===== src/rtl/dmem_arbiter.sv =====
// Two-port arbiter and sequencer in front of the 16-bit data memory.
// It runs one memory operation at a time through IDLE -> ISSUE -> RESP.
module dmem_arbiter #(
  parameter int MEM_SIZE   = 8192,
  parameter bit FIXED_PRIO = 1'b0
) (
  input  logic        clk,
  input  logic        rst,
  input  logic        p0_req_valid,
  input  logic        p0_req_write,
  input  logic [15:0] p0_req_addr,
  input  logic [15:0] p0_req_wdata,
  output logic        p0_req_ready,
  output logic        p0_rsp_valid,
  input  logic        p1_req_valid,
  input  logic        p1_req_write,
  input  logic [15:0] p1_req_addr,
  input  logic [15:0] p1_req_wdata,
  output logic        p1_req_ready,
  output logic        p1_rsp_valid,
  output logic [15:0] rsp_rdata,
  output logic        rsp_err,
  output logic [15:0] mem_address,
  output logic [15:0] mem_data,
  output logic        mem_write,
  output logic        mem_read,
  input  logic [15:0] mem_read_data,
  output logic        busy
);

  typedef enum logic [1:0] {IDLE, ISSUE, RESP} state_t;

  // A 17-bit limit lets MEM_SIZE reach 65536 without wrapping the compare.
  localparam logic [16:0] MEM_LIMIT = 17'(MEM_SIZE);

  state_t      state_q, state_d;
  logic [15:0] addr_q, addr_d;
  logic [15:0] wdata_q, wdata_d;
  logic        write_q, write_d;
  logic        port_q, port_d;
  logic        err_q, err_d;
  logic        last_grant_q, last_grant_d;

  logic [1:0]  req_valid;
  logic [1:0]  req_write;
  logic [15:0] req_addr  [2];
  logic [15:0] req_wdata [2];
  logic [1:0]  grant;
  logic [1:0]  req_ready;
  logic [1:0]  rsp_valid;
  logic        sel;
  logic        in_idle;
  logic        in_issue;
  logic        in_resp;

  assign req_valid    = {p1_req_valid, p0_req_valid};
  assign req_write    = {p1_req_write, p0_req_write};
  assign req_addr[0]  = p0_req_addr;
  assign req_addr[1]  = p1_req_addr;
  assign req_wdata[0] = p0_req_wdata;
  assign req_wdata[1] = p1_req_wdata;

  assign in_idle  = (state_q == IDLE);
  assign in_issue = (state_q == ISSUE);
  assign in_resp  = (state_q == RESP);

  // A contested cycle goes to port 0 under fixed priority, otherwise to the port not served last.
  always_comb begin
    grant = req_valid;
    if (req_valid == 2'b11) begin
      if (FIXED_PRIO || last_grant_q) begin
        grant = 2'b01;
      end else begin
        grant = 2'b10;
      end
    end
  end

  assign sel = grant[1];

  always_comb begin
    state_d      = state_q;
    addr_d       = addr_q;
    wdata_d      = wdata_q;
    write_d      = write_q;
    port_d       = port_q;
    err_d        = err_q;
    last_grant_d = last_grant_q;
    case (state_q)
      IDLE: begin
        if (|req_valid) begin
          state_d      = ISSUE;
          addr_d       = req_addr[sel];
          wdata_d      = req_wdata[sel];
          write_d      = req_write[sel];
          port_d       = sel;
          err_d        = ({1'b0, req_addr[sel]} >= MEM_LIMIT);
          last_grant_d = sel;
        end
      end
      ISSUE:   state_d = RESP;
      RESP:    state_d = IDLE;
      default: state_d = IDLE;
    endcase
  end

  always_ff @(posedge clk or posedge rst) begin
    if (rst) begin
      state_q      <= IDLE;
      addr_q       <= '0;
      wdata_q      <= '0;
      write_q      <= 1'b0;
      port_q       <= 1'b0;
      err_q        <= 1'b0;
      last_grant_q <= 1'b1;
    end else begin
      state_q      <= state_d;
      addr_q       <= addr_d;
      wdata_q      <= wdata_d;
      write_q      <= write_d;
      port_q       <= port_d;
      err_q        <= err_d;
      last_grant_q <= last_grant_d;
    end
  end

  for (genvar gi = 0; gi < 2; gi++) begin : g_port
    assign req_ready[gi] = in_idle & grant[gi];
    assign rsp_valid[gi] = in_resp & (port_q == 1'(gi));
  end

  assign p0_req_ready = req_ready[0];
  assign p1_req_ready = req_ready[1];
  assign p0_rsp_valid = rsp_valid[0];
  assign p1_rsp_valid = rsp_valid[1];

  // Strobes decode from the state register, so an asynchronous reset drops them immediately.
  assign mem_address = addr_q;
  assign mem_data    = wdata_q;
  assign mem_write   = in_issue & write_q & ~err_q;
  assign mem_read    = in_issue & ~write_q & ~err_q;

  assign rsp_rdata = (in_resp & ~write_q & ~err_q) ? mem_read_data : 16'h0000;
  assign rsp_err   = in_resp & err_q;
  assign busy      = ~in_idle;

endmodule


===== config.mk =====
export PLATFORM = sky130hd
export DESIGN_NAME = dmem_arbiter
export DESIGN_NICKNAME = d
export VERILOG_FILES = /design/src/rtl/dmem_arbiter.sv
export SDC_FILE = /design/constraint.sdc
export NUM_CORES = 1
export LEC_CHECK = 0
export BUFFER_PORTS_ARGS = -buffer_cell sky130_fd_sc_hd__buf_4
export CORE_MARGIN = 3
export CORE_UTILIZATION = 41
export DETAILED_ROUTE_END_ITERATION = 10
export GPL_ROUTABILITY_DRIVEN = 0
export PLACE_DENSITY_LB_ADDON = 0.08
export SETUP_SLACK_MARGIN = 0.05
export SLEW_MARGIN = 30
export SYNTH_ARGS = -nofsm -noshare
export SYNTH_HDL_FRONTEND = slang
export SYNTH_SLANG_ARGS = --single-unit

===== constraint.sdc =====
create_clock -name clk -period 1.9 [get_ports clk]
set_input_delay 0.19 -clock clk [delete_from_list [all_inputs] [get_ports clk]]
set_output_delay 0.19 -clock clk [all_outputs]
set_load 0.005 [all_outputs]

## Word level (Yosys, flattened, before mapping)

Cells that the tools add are included.

- Magnitude comparators: 3
- Equality and inequality tests: 4
- Mux-type cells: 13
- Bitwise logic cells: 16
- Reductions and logical operators: 3

Operators by type and width:

| cell | number |
|---|---|
| 16-bit two-way mux | 7 |
| 16-bit by 14-bit greater-or-equal comparator with 1-bit output (second input constant) | 1 |
| 1-bit bitwise AND | 11 |
| 2-bit two-way mux | 3 |
| 2-bit equality test (second input constant) | 2 |
| 1-bit NOT | 4 |
| 2-bit one-hot mux with 2 select lines | 1 |
| 2-bit by 1-bit equality test with 1-bit output (second input constant) | 1 |
| 2-bit greater-or-equal comparator (second input constant) | 1 |
| 2-bit zero test | 1 |
| 1-bit by 2-bit < comparator with 1-bit output (second input constant) | 1 |
| 1-bit two-way mux | 2 |
| 2-bit by 1-bit inequality test with 1-bit output (second input constant) | 1 |
| 1-bit NOT with 2-bit output | 1 |
| 2-bit AND reduction | 1 |
| 2-bit OR reduction | 1 |

- Bits in registers: 38
- Input port bits: 86
- Logic and storage cells: 46

## Logic depth before layout (Yosys ltp)

- Depth after elaboration: 7
- Depth in mapped cells: 5
- Mapped depth without buffers: 4

## Worst setup path before layout

No wires, ideal clock.

- Kind: reg2reg
- Start: reg last_grant_q
- End: reg addr_q[10] (netlist: mem_address[10])
- Library setup time: 0.125 ns
- Arrival time: 1.383 ns
- Data required time: 1.775 ns
- Setup slack: 0.392 ns
- Cell stages (with the launch flop): 5
- Clock period less this slack: 1.508 ns
- Path through: dfstp_2 -> a21boi_4 -> buf_6 -> mux2_2 -> mux2_2

- Cells in the longest elaborated chain, start to end: 6

Ends and longest elaborated chain:

| element | RTL line | source |
|---|---|---|
| start: declaration | 42 | `logic last_grant_q, last_grant_d;` |
| start signal: assignment | 123 | `last_grant_q <= last_grant_d;` |
| 2-bit two-way mux | 71 | `if (FIXED_PRIO \|\| last_grant_q) begin` |
| 2-bit two-way mux | 70 | `if (req_valid == 2'b11) begin` |
| 1-bit NOT with 2-bit output (not written as such) | 93 | `addr_d = req_addr[sel];` |
| 16-bit two-way mux (not written as such) (3 in series) | 93 |  |
| end signal: assignment | 118 | `addr_q <= addr_d;` |
| end: declaration | 37 | `logic [15:0] addr_q, addr_d;` |

Every way passes these cells. The select of a mux whose other input is x is not followed.
A chain may end at the register's enable or synchronous reset.

## Final worst setup path

- Start: reg state_q[0]
- End: out rsp_rdata[0]

- Cells in the longest elaborated chain, start to end: 4

Ends and longest elaborated chain:

| element | RTL line | source |
|---|---|---|
| start: declaration | 36 | `state_t state_q, state_d;` |
| start signal: assignment | 117 | `state_q <= state_d;` |
| 2-bit equality test | 65 | `assign in_resp = (state_q == RESP);` |
| 1-bit bitwise AND (2 in series) | 143 | `assign rsp_rdata = (in_resp & ~write_q & ~err_q) ? mem_read_data : 16'h0000;` |
| 16-bit two-way mux | 143 |  |
| end: declaration | 21 | `output logic [15:0] rsp_rdata,` |

Every way passes these cells.

==> impl_metrics.csv <==
group,metric,value,unit
detailed_routing,firstDrtPassIters,4,
layout,n_antenna_cell,0,
sta,period_needed,1.67,ns
cts,ctsResizeCount,0,
synthesis,synth-warning-count,0,
layout,register_area,952,µm²
sta,tightest_slew,0.475,ns
detailed_routing,initialDrtViolationCount,50,
floorplan,rows,24,
layout,nFillCells,382,
run,maxCapViolations,0,
layout,area_growth,60.9,%
setup_path,r2r_slack,0.28,ns
floorplan,core,0.00456,mm²
synthesis,synth-main-ff-cell,"dfrtp_1",
setup_path,worstSetupPathType,"flop to primary output",
sta,hold_viol,0,
synthesis,yosys.area.top_type,"dfrtp_1",
power_and_ir_drop,power.density,1200,mW/mm²
cts,clk_path_buf_depth,2,
global_routing,gr-total-overflow,0,
cts,worstSkewPairLatency,0.28,ns
synthesis,syn_area,0.00202,mm²
synthesis,synth_common_cells,"mux2_2, dfrtp_1, and2_1, nor2_1",
synthesis,synth_nets,241,
layout,nNetsFinal,388,
setup_path,required,1.71,ns
floorplan,fp.dieW,76.3,µm
sta,finalCritPeriodShare,87.8,%
power_and_ir_drop,p_leak,1.59,nW
setup_path,worstPathArrival,1.48,ns
detailed_routing,drc,0,
synthesis,seq_area_frac_synth,47.0,%
floorplan,dieArea,0.00582,mm²
sta,setup_viol,0,
worst_hold_path,hold_class,"primary input to async pin",
detailed_routing,wl_per_cell,14.0,µm
global_routing,grt_max_degree,39,
detailed_routing,post_drt_via_cell_ratio,4.76,
global_routing,grt_pass1_vias,1846,
detailed_routing,ant_nets,0,
setup_path,worstReg2RegEnd,"mem_address[9]",
synthesis,synth.area.top_cells,"dfrtp_1, mux2_2, and2_1",
place,dp_cells,360,
outcome,status,"completed",
synthesis,synth_edf_count,0,
cts,cts_tree,"yes",
sta,skew,0.00173,ns
sta,relSlewSlack,68.4,%
cts,cts.clk_slew.worst_paths,0.07,ns
floorplan,start_util,44.4,%
cts,postCtsSetupRepairBufs,0,
detailed_routing,num_vias,1742,
synthesis,syn_area_per_cell,13.1,µm²
place,hpwl,4110,µm
detailed_routing,wl,5140,µm
setup_path,timing.rr.start,"state_q[0]",
synthesis,yosysUniqueCellTypes,24,
floorplan,die_y,76.3,µm
setup_path,critPathLaunchType,"flop",
setup_path,cp-end-kind,"primary output",
setup_path,r2r_cells,5,
floorplan,num_io_pins,142,
sta,fin_tns_setup,0,ns
cts,cts_hold_buf,0,
sta,drv_slew,0,
layout,fin_cells,366,
cts,cts_sinks,38,
synthesis,ys_ff_latch,38,
global_routing,grt_usage,17.8,%
global_routing,antenna_found_initial,0,
global_routing,grt_pass1_wl,8420,µm
synthesis,synth.most_common_cell,"mux2_2",
synthesis,syn_inst,155,
synthesis,synth_top_area_share,45.7,%
synthesis,synthArstFlopShare,100,%
layout,drive_gt1_share,73.4,%
cts,cts_root_buffer,"clkbuf_8",
layout,multiInputGateArea,997,µm²
setup_path,cp_max_fo,16,
cts,cts_inserted_buffers,5,
power_and_ir_drop,vdd_ir_drop_max,687,µV
cts,htree_levels,2,
sta,grt_setup_unrepaired,"no",
place,io_buffer_count,141,
sta,fmax,600,MHz
-- worst max-delay path by stage --
stage | startpoint | end | slack, ns | cells after the start
after floorplan | last_grant_q | mem_address[10] | 0.39 | 4
after global placement | state_q[0] | mem_address[9] | 0.34 | 5
after detailed placement | state_q[0] | mem_address[9] | 0.29 | 5
after CTS | state_q[0] | rsp_rdata[0] | 0.22 | 5
after global routing | state_q[0] | rsp_rdata[3] | 0.11 | 5
final | state_q[0] | rsp_rdata[0] | 0.23 | 5
-- metrics by stage --
step,power [mW],worst slack [ns],hold slack (ns),cell area [µm²],util (%)
2_1_floorplan,2.45,0.392,0.253,2020,-
3_3_place_gp,3.38,0.341,0.334,3170,69.5
3_5_place_dp,3.44,0.293,0.353,3170,69.5
4_1_cts,3.98,0.224,0.0519,3260,71.4
5_1_grt,4.21,0.115,0.0823,3260,71.4
6_report,3.91,0.232,0.0387,3260,71.4
-- flip-flops by register name (all words and copies together) (netlist names) --
| name | cells |
|---|---|
| mem_address | 16 |
| mem_data | 16 |
| state_q | 2 |
| err_q | 1 |
| last_grant_q | 1 |
| port_q | 1 |
| write_q | 1 |
-- per-layer routing --
layer	GRT usage [%]	part of all wire, %	vias up
met1	19.2	38	810
met3	8.16	10	2
met5	0	0	-
met4	3.99	0.41	0
li1	-	-	844
met2	31.9	51	86
-- logic make-up after synthesis --
family,after synthesis,share of synthesized area [%]
compound gates,7,3.09
buf+inv,11,3.71
flops,38,47.0
mux,65,36.1
simple gates,34,10.1
-- worst max-delay path: stages (launching register included) --
cell and delay, ns:
dfrtp_1 0.40, nand2b_1 0.20, nor3_1 0.15, buf_4 0.20, and2_1 0.15, buf_4 0.10
-- report_power, final --
part | internal, mW | total, mW | leakage, nW | switching, mW
logic | 1.25 | 1.92 | 1.11 | 0.672
clock network | 0.280 | 0.531 | 0.0431 | 0.252
registers | 1.23 | 1.46 | 0.441 | 0.232
-- cells in the final DEF, fill, tap and decap left out, types with 3 or more instances in the layout --
cell / n
nor2b_1: 3
nor2_1: 5
dfrtp_1: 37
buf_4: 145
mux2_2: 63
clkbuf_8: 6
inv_1: 3
and2_1: 17
-- area by class of cell --
cell class,count,share of cell area (%)
tap,65,2.50
timing repair buffer,147,34.7
clock buffer,6,2.54
inverter,4,0.461
multi-input combinational,106,30.6
sequential,38,29.2
No activity file was read; power rests on OpenSTA's default activity.
